`config.mk`:
```
export PLATFORM = sky130hd
export DESIGN_NAME = fc_weight_loader
export DESIGN_NICKNAME = d
export VERILOG_FILES = /design/src/rtl/fc_weight_loader.sv
export SDC_FILE = /design/constraint.sdc
export NUM_CORES = 1
export LEC_CHECK = 0
export CAP_MARGIN = 5
export CORE_ASPECT_RATIO = 0.7
export CORE_MARGIN = 2
export CORE_UTILIZATION = 49
export DETAILED_ROUTE_END_ITERATION = 12
export GPL_TIMING_DRIVEN = 0
export PLACE_DENSITY = 0.8
export SYNTH_ARGS = -nofsm -noshare
export SYNTH_HDL_FRONTEND = slang
export SYNTH_SLANG_ARGS = --single-unit
```
`constraint.sdc`:
```
create_clock -name clk -period 3 [get_ports clk]
set_input_delay 0.6 -clock clk [delete_from_list [all_inputs] [get_ports clk]]
set_output_delay 0.6 -clock clk [all_outputs]
set_load 0.1 [all_outputs]
```
`src/rtl/fc_weight_loader.sv`:
```
// Write-side loader for the fully-connected weight memory: packs a serial
// stream of signed weights into LANES-wide rows and writes NUM_ROWS rows.
module fc_weight_loader #(
  parameter int DATA_WIDTH = 8,
  parameter int LANES      = 16,
  parameter int NUM_ROWS   = 27,
  parameter int ADDR_WIDTH = 5
) (
  input  logic                          clk,
  input  logic                          rst,
  input  logic                          start,
  input  logic                          abort,
  input  logic                          in_valid,
  input  logic [DATA_WIDTH-1:0]         in_data,
  output logic                          in_ready,
  output logic                          fullyconnected_WrEn,
  output logic [ADDR_WIDTH-1:0]         address_w,
  output logic [DATA_WIDTH*LANES-1:0]   fullyconnected_weights_input,
  output logic                          busy,
  output logic                          done,
  output logic [1:0]                    state_dbg
);

  // Handshake: a beat transfers on a posedge where in_valid and in_ready are
  // both high; in_ready is registered and is high exactly while in FILL.
  localparam int LANE_W = $clog2(LANES);

  typedef enum logic [1:0] {IDLE, FILL, WRITE, DONE} state_t;

  state_t                state, state_next;
  logic [LANE_W-1:0]     lane_cnt;
  logic [ADDR_WIDTH-1:0] row_cnt;
  logic [DATA_WIDTH-1:0] lanes [LANES];
  logic                  accept, last_lane, last_row;

  assign state_dbg = state;

  always_comb begin
    accept     = (state == FILL) && in_valid && !abort;
    last_lane  = (lane_cnt == LANE_W'(LANES - 1));
    last_row   = (row_cnt == ADDR_WIDTH'(NUM_ROWS - 1));
    state_next = state;
    case (state)
      IDLE:    if (start) state_next = FILL;
      FILL:    if (accept && last_lane) state_next = WRITE;
      WRITE:   state_next = last_row ? DONE : FILL;
      DONE:    state_next = IDLE;
      default: state_next = IDLE;
    endcase
    // abort overrides every other transition, including a pending write
    if (abort) state_next = IDLE;
  end

  always_ff @(posedge clk or negedge rst) begin
    if (!rst) state <= IDLE;
    else      state <= state_next;
  end

  always_ff @(posedge clk or negedge rst) begin
    if (!rst) begin
      lane_cnt <= '0;
      row_cnt  <= '0;
    end else if (abort) begin
      lane_cnt <= '0;
      row_cnt  <= '0;
    end else begin
      case (state)
        IDLE: if (start) begin
          lane_cnt <= '0;
          row_cnt  <= '0;
        end
        FILL:  if (accept) lane_cnt <= last_lane ? '0 : lane_cnt + 1'b1;
        WRITE: if (!last_row) row_cnt <= row_cnt + 1'b1;
        DONE:  row_cnt <= '0;
        default: ;
      endcase
    end
  end

  // Lanes only change on accepted beats, so the bus is frozen through WRITE.
  always_ff @(posedge clk or negedge rst) begin
    if (!rst) begin
      for (int k = 0; k < LANES; k++) lanes[k] <= '0;
    end else if (accept) begin
      lanes[lane_cnt] <= in_data;
    end
  end

  always_ff @(posedge clk or negedge rst) begin
    if (!rst) begin
      in_ready            <= 1'b0;
      busy                <= 1'b0;
      fullyconnected_WrEn <= 1'b1;
      done                <= 1'b0;
      address_w           <= '0;
    end else begin
      in_ready            <= (state_next == FILL);
      busy                <= (state_next == FILL) || (state_next == WRITE);
      fullyconnected_WrEn <= (state_next != WRITE);
      done                <= (state_next == DONE);
      if (state_next == WRITE) address_w <= row_cnt;
    end
  end

  for (genvar g = 0; g < LANES; g++) begin : g_pack
    assign fullyconnected_weights_input[g*DATA_WIDTH +: DATA_WIDTH] = lanes[g];
  end

endmodule

```
-- Word level (Yosys, flattened, before mapping)
Cells that the tools add are included.
- flip-flop bits (word level): 148
- word-level logic and storage cells: 69
- add/sub/neg operators: 2
- magnitude comparators: 2
- equality and inequality tests: 12
- muxes and demuxes: 17
- bitwise operators: 1
- reductions and logical operators: 11
- operators by type and width (cell ; number):
    128-bit bitwise mux ; 1
    8-bit demux with 4-bit select ; 1
    4-bit 2-to-1 mux ; 4
    5-bit 2-to-1 mux ; 3
    5-bit case mux with 3 select lines ; 1
    3-bit inequality test, second input constant ; 3
    2-bit == test, second input constant ; 4
    2-bit 2-to-1 mux ; 4
    8-bit 2-to-1 mux ; 1
    2-bit case mux with 4 select lines ; 1
    4-bit case mux with 2 select lines ; 1
    3-bit AND reduction ; 2
    5-bit by 1-bit adder with 5-bit output, second input constant ; 1
    5-bit == test, second input constant ; 1
    5-bit greater-or-equal comparator, second input constant ; 1
    5-bit by 1-bit less-than comparator with 1-bit output, second input constant ; 1
    4-bit inverter with 5-bit output ; 1
    4-bit by 1-bit adder with 4-bit output, second input constant ; 1
    2-bit by 1-bit == test with 1-bit output, second input constant ; 2
    4-bit == test, second input constant ; 1
    1-bit logical AND ; 4
    4-bit nonzero test ; 1
    3-bit nonzero test ; 1
    2-bit logical NOT ; 1
    3 further kinds ; 3

-- Depth between registers and ports, before layout
- depth in word-level cells: 9
- gate-level depth with buffers: 10
- gate-level depth less buffers: 8

-- Worst setup path before layout
No wires, ideal clock.
- path type: register to register
- start point: reg state[0] (netlist: state_dbg[0])
- end point: reg address_w[0]
- setup time: 0.125 ns
- arrival time: 2.794 ns
- path slack: 0.081 ns
- cell stages (with the launch flop): 11
- buffers on the path: 4
- clock period less this slack: 2.919 ns
- path through: dfrtp_1 > buf_4 > and4bb_1 > buf_6 > and4_1 > buf_4 > nor2_1 > nor2_1 > ha_1 > clkbuf_1 > mux2_2
- longest elaborated chain between the ends: 8
- elaborated cells on any way between the ends: 12
- those cells by class: eq/ne: 4; mux: 4; reduce/logical: 4
- RTL lines (item ; line ; RTL):
    start: declaration ; 30 ; state_t state, state_next;
    start signal: assignment ; 56 ; else state <= state_next;
    2-bit by 1-bit == test with 1-bit output ; 39, 43 ;
    1-bit logical AND (2 in series) ; 39 ; accept = (state == FILL) && in_valid && !abort;
    1-bit logical AND ; 45 ; FILL: if (accept && last_lane) state_next = WRITE;
    2-bit 2-to-1 mux ; 45 ;
    2-bit case mux with 4 select lines * ; 43 ; case (state)
    2-bit 2-to-1 mux * ; 51 ; if (abort) state_next = IDLE;
    net state_next[1] ; 30 ;
    2-bit == test * ; 101 ; if (state_next == WRITE) address_w <= row_cnt;
    end signal: assignment ; 101 ;
    end: declaration ; 17 ; output logic [ADDR_WIDTH-1:0] address_w,
Mark *: on every way through the listed nets, which the timed path passes. The rest lies on a longest branch.
A chain may end at the register's enable or synchronous reset.

-- Worst setup path after layout
- start point: in abort
- end point: reg address_w[4]
- longest elaborated chain between the ends: 7
- RTL lines (item ; line ; RTL):
    start: declaration ; 12 ; input logic abort,
    1-bit logical NOT ; 39 ;
    1-bit logical AND ; 39 ;
    1-bit logical AND ; 45 ;
    2-bit 2-to-1 mux ; 45 ;
    2-bit case mux with 4 select lines ; 43 ;
    2-bit 2-to-1 mux * ; 51 ;
    net state_next[1] ; 30 ;
    2-bit == test * ; 101 ;
Marked as above.

==> key figures <==
STA
  – RSZ-0062 raised after global routing: false
  – Pins over their slew limit: 0
  – Worst Skew: 0.00675 ns
  – Worst rel slew slack: 30.2%
  – Sum of negative setup slack: 0 ns
  – Final Hold Fails: 0
  – # setup viols final: 0
  – Min Tclk post-route: around 2.8 ns
  – Final period util: 92.9%
  – Worst-Margin Slew: ~1.0 ns
  – Fmax: 359 MHz

Synth
  – XOR/XNOR Fraction of Synth Area: 0%
  – Top FF cell, synth: dfrtp_1
  – Synth Area in Simple Gates: under 10%
  – Largest cells by area after synthesis: dfrtp_1 62%, mux2_2 25%, ha_1 1.9%, nand2_4 1.1%, clkbuf_1 0.76%
  – Main combinational cell family by area after synthesis: multiplexers
  – Count of different cell masters after synthesis: 35
  – Cell taking the most area after synthesis: dfrtp_1
  – Yosys warns: 0
  – Post-Synth Adder-Cell Area: between 1.5 and 2%
  – Synth Area in Compound Gates: between 1.5 and 2%
  – Share of the synthesized area in the top cell type: around three fifths
  – Mapped cell area: 0.00596 sq mm
  – Synth Net Count: just over 400
  – Mean post-synth cell area: about 15 sq um
  – Cell count after synthesis: roughly 390
  – Multiplexer area fraction after synthesis: about a quarter
  – Post-synth EDFFs: 0
  – Asr flop ratio synth: 100%
  – #FFs+latches synth: 148
  – Register area share after synthesis: 62.1%

Clock tree
  – Worst-Skew Late Latency: between 0.4 and 0.5 ns
  – CTS tree: built
  – Clock Tree Buf Depth: 2
  – H-tree depth: 4
  – TritonCTS buffer count: 17
  – CTS sink cnt: 148
  – Clock transition at path regs: about 0.06 ns
  – Post-CTS resize count: 0
  – Post-CTS Setup Bufs: 0
  – Root buf cell: clkbuf_16
  – Hold_buf cts: 0

Setup path
  – Max incr delay on CP: approximately 0.46 ns
  – Worst EP required: 3.30 ns
  – Crit-path cells: clkdlybuf4s50_1 > and4bb_1 > buf_6 > and4_1 > buf_4 > nor2_1 > nor2_1 > ha_1 > clkbuf_1 > mux2_2
  – Critical Path Start: abort
  – Slowest CP cell: clkdlybuf4s50_1
  – Crit-path max FO: 10
  – Critical R2R Launch: state_dbg[1]
  – Critical Path End Type: register
  – Startpoint Class: input port
  – Critical path's most frequent cell: nor2_1
  – Critical path type: input port to register
  – CP arrival: about 3.1 ns

Flow run
  – Max Cap Violations: 0

Die
  – Core Footprint: 0.0118 sq mm
  – Starting Density: between 50% and 60%
  – Die H: 96.3 microns
  – DIE AREA: around 0.013 sq mm
  – IO Count: 152
  – Cell row count: 33
  – DIE WIDTH: 136 microns

Finish
  – Final layout net count: around 600
  – Share of post-route cells with drive strength above 1: between 30% and 40%
  – # diodes: 0
  – Area growth syn-to-layout: 40.0%
  – Final instance area: about 0.0083 sq mm
  – Fin util: a little over two thirds
  – Non-Filler Instances: about 730

Routing
  – Antenna-violating nets left: 0
  – Wirelength per Cell: about 19 microns
  – Mean number of vias per cell: around 5.2
  – Vias: 3800
  – Pre-Repair DR Iteration Count: 5
  – Final wirelength: around 14 mm
  – DRC Markers: 0
  – DRT iter0 DRCs: roughly 210

Placed design
  – Placed inst area: roughly 0.0077 sq mm
  – Gp weighted congestion: 0.789
  – Port bufs: ~150
  – Post-Place Cells: 702
  – Dpl hpwl: between 9 and 10 mm

Min path
  – Worst hold path type: input port to async pin

Global route
  – Initial antenna violation count: 0
  – Global-route wire length before repair: 21.7 mm
  – Largest net degree at the start of global routing: 81
  – Number of global-route vias before repair: 3773
  – GRT Util Overall: between 20% and 30%
  – Grt total ovfl: 0

Outcome
  – Status: finished, final reports clean

Power and ir drop
  – Leak Pwr: just over 4 nW
  – Pwr Total: about 5 mW
  – Pwr dens: 608 mW/mm^2
  – Peak supply drop: roughly 0.63 mV
-- per-layer routing --
layer,track usage [%],routed length [microns],vias up
met1,29.4,6160,1939
met4,5.73,94,0
met2,35.4,6510,120
met5,0,0,-
met3,10.0,1260,11
li1,-,-,1730
-- cells by family after synthesis --
kind of cell    count (synthesis)
fa+ha+maj                       9
flops                         148
buf+inv                        27
mux                           134
compound gates                 20
simple gates                   55
-- cells in the mapped netlist, types with 3 or more instances --
master,n
clkbuf_1,12
o21ai_0,6
buf_4,4
mux2_2,134
nand2_2,3
nand3_1,4
nand3_2,3
buf_6,3
inv_1,6
a21oi_1,7
nand2_1,5
dfrtp_1,147
nor2_1,12
nand2_4,6
ha_1,9
nor2b_1,4
-- worst paths after layout --
path	slack, ns	cells past startpoint	endpoint
worst max-delay path	0.21	10	address_w[4]
worst min-delay path	0.18	1	address_w[4]
worst max register to register	0.38	9	address_w[4]
worst min register to register	0.50	1	fullyconnected_weights_input[15]
max in group asynchronous	2.01	2	fullyconnected_weights_input[31]
min in group clk	0.50	1	fullyconnected_weights_input[15]
-- stage by stage --
stage	setup WS, ns	hold WS (ns)
detailed placement	-0.180	0.491
global placement	-4.22	0.487
global route	0.0623	0.219
CTS	0.208	0.196
floorplan	0.0806	0.304
finish	0.212	0.176
-- power breakdown --
| group | switching (mW) | internal [mW] | total (mW) |
|---|---|---|---|
| combinational | 0.521 | 0.155 | 0.676 |
| clock | 0.819 | 1.50 | 2.32 |
| sequential | 0.0288 | 2.05 | 2.08 |
-- registers in the layout, summed over array words and instances (netlist names) --
signal and flops:
busy 1, state_dbg 2, lane_cnt 4, fullyconnected_weights_input 128, address_w 5, row_cnt 5, done 1, in_ready 1
fullyconnected_WrEn 1
-- layout make-up --
type                            instances  area, sq um
Clock buffer                           20          447
Sequential cell                       148         3700
Buffer                                 21          119
Timing Repair Buffer                  152         1540
Multi-Input combinational cell        218         2120
Clock inverter                         12          201
Tap cell                              157          196
Fill cell                             826         3460
Inverter                                6         22.5
-- placed cells by master, fill, tap and decap left out, types with 7 or more instances in the layout --
cell type,Yosys,routed
a21oi_1,7,7
mux2_2,134,134
clkbuf_16,0,17
ha_1,9,9
clkdlybuf4s50_1,0,150
clkbuf_1,12,14
dfrtp_1,147,147
nor2_1,12,12
-- critical path: cells and delay by family --
family                   cells  cell delay, ns
AND/OR/NAND/NOR              4            0.80
multiplexers                 1            0.38
adder cells (fa/ha/maj)      1            0.19
buffers and inverters        4            1.12
Note: power is estimated with default switching activity, not from simulation.
